**config.mk**
```make
export PLATFORM = sky130hd
export DESIGN_NAME = pcm_boxcar_decim
export DESIGN_NICKNAME = d
export VERILOG_FILES = /design/src/rtl/pcm_boxcar_decim.sv
export SDC_FILE = /design/constraint.sdc
export NUM_CORES = 1
export LEC_CHECK = 0
export CORE_MARGIN = 1.5
export CORE_UTILIZATION = 58
export CTS_CLUSTER_DIAMETER = 50
export CTS_CLUSTER_SIZE = 16
export DETAILED_ROUTE_END_ITERATION = 7
export PLACE_DENSITY = 0.95
export SLEW_MARGIN = 20
export SYNTH_ARGS = -nofsm -noshare
export SYNTH_HDL_FRONTEND = slang
export SYNTH_SLANG_ARGS = --single-unit
```
**constraint.sdc**
```tcl
create_clock -name pclk -period 7.7 [get_ports pclk]
set_input_delay 1.54 -clock pclk [delete_from_list [all_inputs] [get_ports pclk]]
set_output_delay 1.54 -clock pclk [all_outputs]
set_load 0.02 [all_outputs]
```
**src/rtl/pcm_boxcar_decim.sv**
```systemverilog
// Boxcar decimator: sums 2^DECIM_LOG2 signed PCM samples and emits their floor-average
// through a one-entry output register with a valid/ready handshake.
module pcm_boxcar_decim #(
  parameter int IN_W       = 32,
  parameter int DECIM_LOG2 = 3
) (
  input  logic            pclk,
  input  logic            preset,
  input  logic            start,
  input  logic            in_valid,
  input  logic [IN_W-1:0] in_pcm,
  output logic            out_valid,
  input  logic            out_ready,
  output logic [IN_W-1:0] out_pcm,
  output logic            overrun,
  output logic [15:0]     out_count,
  output logic            state_dbg
);

  localparam int AW    = IN_W + DECIM_LOG2;
  localparam int CNT_W = (DECIM_LOG2 > 0) ? DECIM_LOG2 : 1;
  localparam logic [CNT_W-1:0] CNT_MAX = CNT_W'((1 << DECIM_LOG2) - 1);

  typedef enum logic {
    S_IDLE  = 1'b0,
    S_ACCUM = 1'b1
  } state_t;

  state_t                 r_state;
  state_t                 w_next;
  logic signed [AW-1:0]   r_acc;
  logic [CNT_W-1:0]       r_cnt;
  logic                   r_out_valid;
  logic [IN_W-1:0]        r_out_pcm;
  logic                   r_overrun;
  logic [15:0]            r_out_count;

  logic signed [IN_W-1:0] w_in;
  logic signed [AW-1:0]   w_sum;
  logic [IN_W-1:0]        w_result;
  logic                   w_run;
  logic                   w_take;
  logic                   w_last;
  logic                   w_free;
  logic                   w_load;
  logic                   w_drop;

  always_ff @(posedge pclk) begin
    if (preset) r_state <= S_IDLE;
    else        r_state <= w_next;
  end

  always_comb begin
    w_next = r_state;
    case (r_state)
      S_IDLE:  w_next = start ? S_ACCUM : S_IDLE;
      S_ACCUM: w_next = start ? S_ACCUM : S_IDLE;
      default: w_next = S_IDLE;
    endcase
  end

  // Handshake: a word transfers on any edge where out_valid && out_ready; out_pcm is
  // stable while out_valid is high, and a new average may load in the same cycle a word drains.
  always_comb begin
    w_run  = (r_state == S_ACCUM) && start;
    w_take = w_run && in_valid;
    w_last = w_take && (r_cnt == CNT_MAX);
    w_free = !r_out_valid || out_ready;
    w_load = w_last && w_free;
    w_drop = w_last && !w_free;
  end

  // Accumulator carries DECIM_LOG2 guard bits so a full block of extremes cannot wrap.
  assign w_in     = in_pcm;
  assign w_sum    = r_acc + AW'(w_in);
  assign w_result = IN_W'(w_sum >>> DECIM_LOG2);

  always_ff @(posedge pclk) begin
    if (preset || !w_run) begin
      r_acc       <= '0;
      r_cnt       <= '0;
      r_out_valid <= 1'b0;
      r_out_pcm   <= '0;
      r_overrun   <= 1'b0;
      if (preset) r_out_count <= '0;
    end else begin
      if (w_take) begin
        if (w_last) begin
          r_acc <= '0;
          r_cnt <= '0;
        end else begin
          r_acc <= w_sum;
          r_cnt <= r_cnt + 1'b1;
        end
      end
      if (w_load) begin
        r_out_pcm   <= w_result;
        r_out_valid <= 1'b1;
        r_out_count <= r_out_count + 16'd1;
      end else if (out_ready) begin
        r_out_valid <= 1'b0;
      end
      if (w_drop) r_overrun <= 1'b1;
    end
  end

  assign out_valid = r_out_valid;
  assign out_pcm   = r_out_pcm;
  assign overrun   = r_overrun;
  assign out_count = r_out_count;
  assign state_dbg = r_state;

endmodule

```
==> out/metrics.csv <==
stage;metric;value;unit
grt;grt_pass1_wl;22.6;mm
drt;num_vias;5008;
worst_setup_path;r2r-end;out_pcm[25];
drt;met1Wirelength;6.05;mm
drt;routed.top_layer;met4;
sta;finClkSkew;0.0123;ns
logic_synthesis;synth_cells;638;
sta;slew_viol_final;0;
sta;fin_crit_sh;0.529;
sta;setup_violations;0;
floorplanning;io_pins;88;
grt;globalRoute.totalOverflow;0;
worst_setup_path;reg2reg_depth;9;
floorplanning;die-area;0.00980;sq mm
power_and_ir_drop;power_density;144;mW/mm^2
logic_synthesis;avgSynthCellArea;8.38;sq um
floorplanning;fp.coreArea;0.00885;sq mm
clocking;cts_tree;done;
logic_synthesis;synth_nets;713;
placed_design;placed_area;0.00624;sq mm
clocking;cts_setup_buffers;0;
logic_synthesis;yosysSeqAreaShare;0.363;
placed_design;place_congestion;0.945;
layout;nets;782;
logic_synthesis;yosysMostFrequentCell;nand2_1;
logic_synthesis;synth_edf_count;16;
worst_setup_path;cp.arrival;4.37;ns
logic_synthesis;syn_area;0.00535;sq mm
worst_setup_path;worstSetupEndpoint;r_acc[34];
worst_setup_path;crit_buf_inv;1;
floorplanning;die_x;99.0;um
clocking;clock_sinks;89;
clocking;clk_latency;0.37;ns
layout;diodes;0;
layout;utilization;0.730;
logic_synthesis;ys_top_cells_by_area;dfxtp_1 (27%), edfxtp_1 (9.0%), ha_1 (8.7%), nand2_1 (5.9%), a21oi_1 (5.6%);
sta;tightest_slew;0.989;ns
logic_synthesis;ys_seq_elements;89;
power_and_ir_drop;leakage;2.46;nW
clocking;h-tree-depth;3;
logic_synthesis;yosys.area.top_type;dfxtp_1;
worst_setup_path;slowest_stage;or3_1;
grt;track_usage;0.283;
layout;seq_area;0.00194;sq mm
drt;drc;0;
layout;fin_area;0.00646;sq mm
worst_setup_path;cp-end-kind;flip-flop;
drt;drt_pre_antenna_iters;5;
sta;timing.fmax;0.245;GHz
floorplanning;initial_core_util;0.604;
drt;ant_nets;0;
grt;antenna_found_initial;0;
floorplanning;die_y;99.0;um
worst_setup_path;cp.required;7.99;ns
worst_setup_path;startpoint_type;primary input;
clocking;clock-root-buffer;clkbuf_8;
drt;dr_wl_met2;6.63;mm
layout;drive_gt1_frac;0.0520;
placed_design;pre_cts_slack;3.29;ns
hold_path;hold_class;reg -> reg;
clocking;clk_pin_slew;0.09;ns
worst_setup_path;r2r_start;r_acc[0];
drt;wirelength;13.8;mm
clocking;holdBufCountCts;0;
sta;setup_slack;3.63;ns
placed_design;dp_hpwl;9.89;mm
logic_synthesis;synth_common_cells;nand2_1 (84), dfxtp_1 (73), a21oi_1 (60), nor2_1 (59), ha_1 (37);
drt;dr_wl_met3;908;um
layout;multi_input_area;0.00321;sq mm
worst_setup_path;rrSetupSlack;4.89;ns
logic_synthesis;synth_ff_type;dfxtp_1;
sta;hold_viol_final;0;
grt;grt_max_degree;66;
worst_setup_path;path_cells;clkdlybuf4s50_1 -> nand3_1 -> or3_1 -> or3_1 -> mux2i_1 -> o21ai_1 -> o31ai_2;
sta;relSlewSlack;0.338;
logic_synthesis;ys_types;62;
worst_setup_path;crit_top_cell;or3_1;
drt;drt_iter0_drc;360;
layout;areaGrowthSynthToFinish;20.8;%
clocking;cts.repair.resized;0;
power_and_ir_drop;ir_drop;0.0975;mV
clocking;clockBufferDepth;2;
run;maxCapViolCount;0;
logic_synthesis;synthArstFlopShare;0;
grt;grt_pass1_vias;4805;
worst_setup_path;crit_start;in_valid;
placed_design;port_buffers;87;
logic_synthesis;synth_top_area_frac;0.273;
clocking;cts_made_buffers;9;
worst_setup_path;path_class;in -> reg;
layout;final.fill_count;655;
worst_setup_path;cp_slowest_stage_delay;0.88;ns
sta;period_needed;4.07;ns
worst_setup_path;worst-path-stages;7;
sta;rsz0062_at_grt;no;
status;outcome;finished, final reports clean;
floorplanning;fp-row-count;34;
worst_setup_path;path_delay_family;simple AND/OR/NAND/NOR gates;
worst_setup_path;critPathMaxFanout;24;
logic_synthesis;yosysWarningCount;0;
drt;viasPerCell;6.11;
sta;tns;0;ns
hold_path;min_from;out_pcm[21];
drt;wire_per_inst;16.9;um
## stage by stage
| step | total power, mW | hold slack [ns] | instances |
|---|---|---|---|
| final | 0.932 | 0.456 | 820 |
| after global routing | 0.957 | 0.480 | 820 |
| after CTS | 0.928 | 0.458 | 820 |
| after detailed placement | 0.587 | 0.446 | 804 |
| after global placement | 0.585 | 0.441 | 804 |
| after floorplan | 0.548 | 0.429 | 638 |
## routing by layer
layer	up-vias	GRT usage
met3	22	0.0418
li1	2433	-
met4	0	0.103
met5	-	0
met1	2355	0.371
met2	198	0.475
## worst min-delay path by stage
stage	end	cells after the start
floorplan	r_acc[14]	2
global placement	r_acc[30]	2
detailed placement	out_pcm[19]	2
CTS	out_pcm[19]	2
global route	r_acc[26]	2
finish	out_pcm[21]	2
## flip-flops by register name, summed over array words and instances, names as in the netlist
name and flops:
r_cnt 3, out_valid 1, state_dbg 1, out_count 16, r_acc 35, out_pcm 32
overrun 1
## where the power goes
| part | internal [mW] | total [mW] | leakage [nW] | switching, mW |
|---|---|---|---|---|
| logic | 0.0437 | 0.0967 | 1.61 | 0.0530 |
| clock network | 0.178 | 0.353 | 0.104 | 0.175 |
| registers | 0.477 | 0.482 | 0.753 | 0.00469 |
| total | 0.699 | 0.932 | 2.46 | 0.233 |
## worst register-to-register path, cell delays in order (launching register included)
cell      delay (ns)
dfxtp_1         0.34
ha_1            0.21
fa_1            0.44
a211oi_2        0.22
o211ai_1        0.17
a21oi_2         0.31
o31a_1          0.24
o21ai_1         0.13
or4b_1          0.49
a31oi_1         0.19
## layout by cell type (no fill, tap or decap), drive strengths merged, types with 14 or more instances in the layout
master	n
clkdlybuf4s50	87
nand2	84
dfxtp	73
a21oi	63
nor2	59
ha	37
o21ai	35
nand3	28
xnor2	25
xor2	22
edfxtp	16
a22oi	14
## logic make-up after synthesis
logic type                 count (synthesis)  share of synthesized area
AOI/OAI and AO/OA                        179                      0.219
xor gates and xnor gates                  47                     0.0770
adders and majority gates                 38                     0.0903
buffers and inverters                     46                     0.0365
DFF                                       89                      0.363
muxes                                      5                    0.00959
and+or+nand+nor                          234                      0.205
## layout make-up
class                      count  share of cell area
inverter                      12             0.00697
sequential                    89               0.301
multi-input combinational    503               0.497
tap                          108              0.0209
clock inverter                 4             0.00775
clock buffer                  12              0.0258
timing repair buffer          92               0.141
No activity file was read; power rests on OpenSTA's default activity.
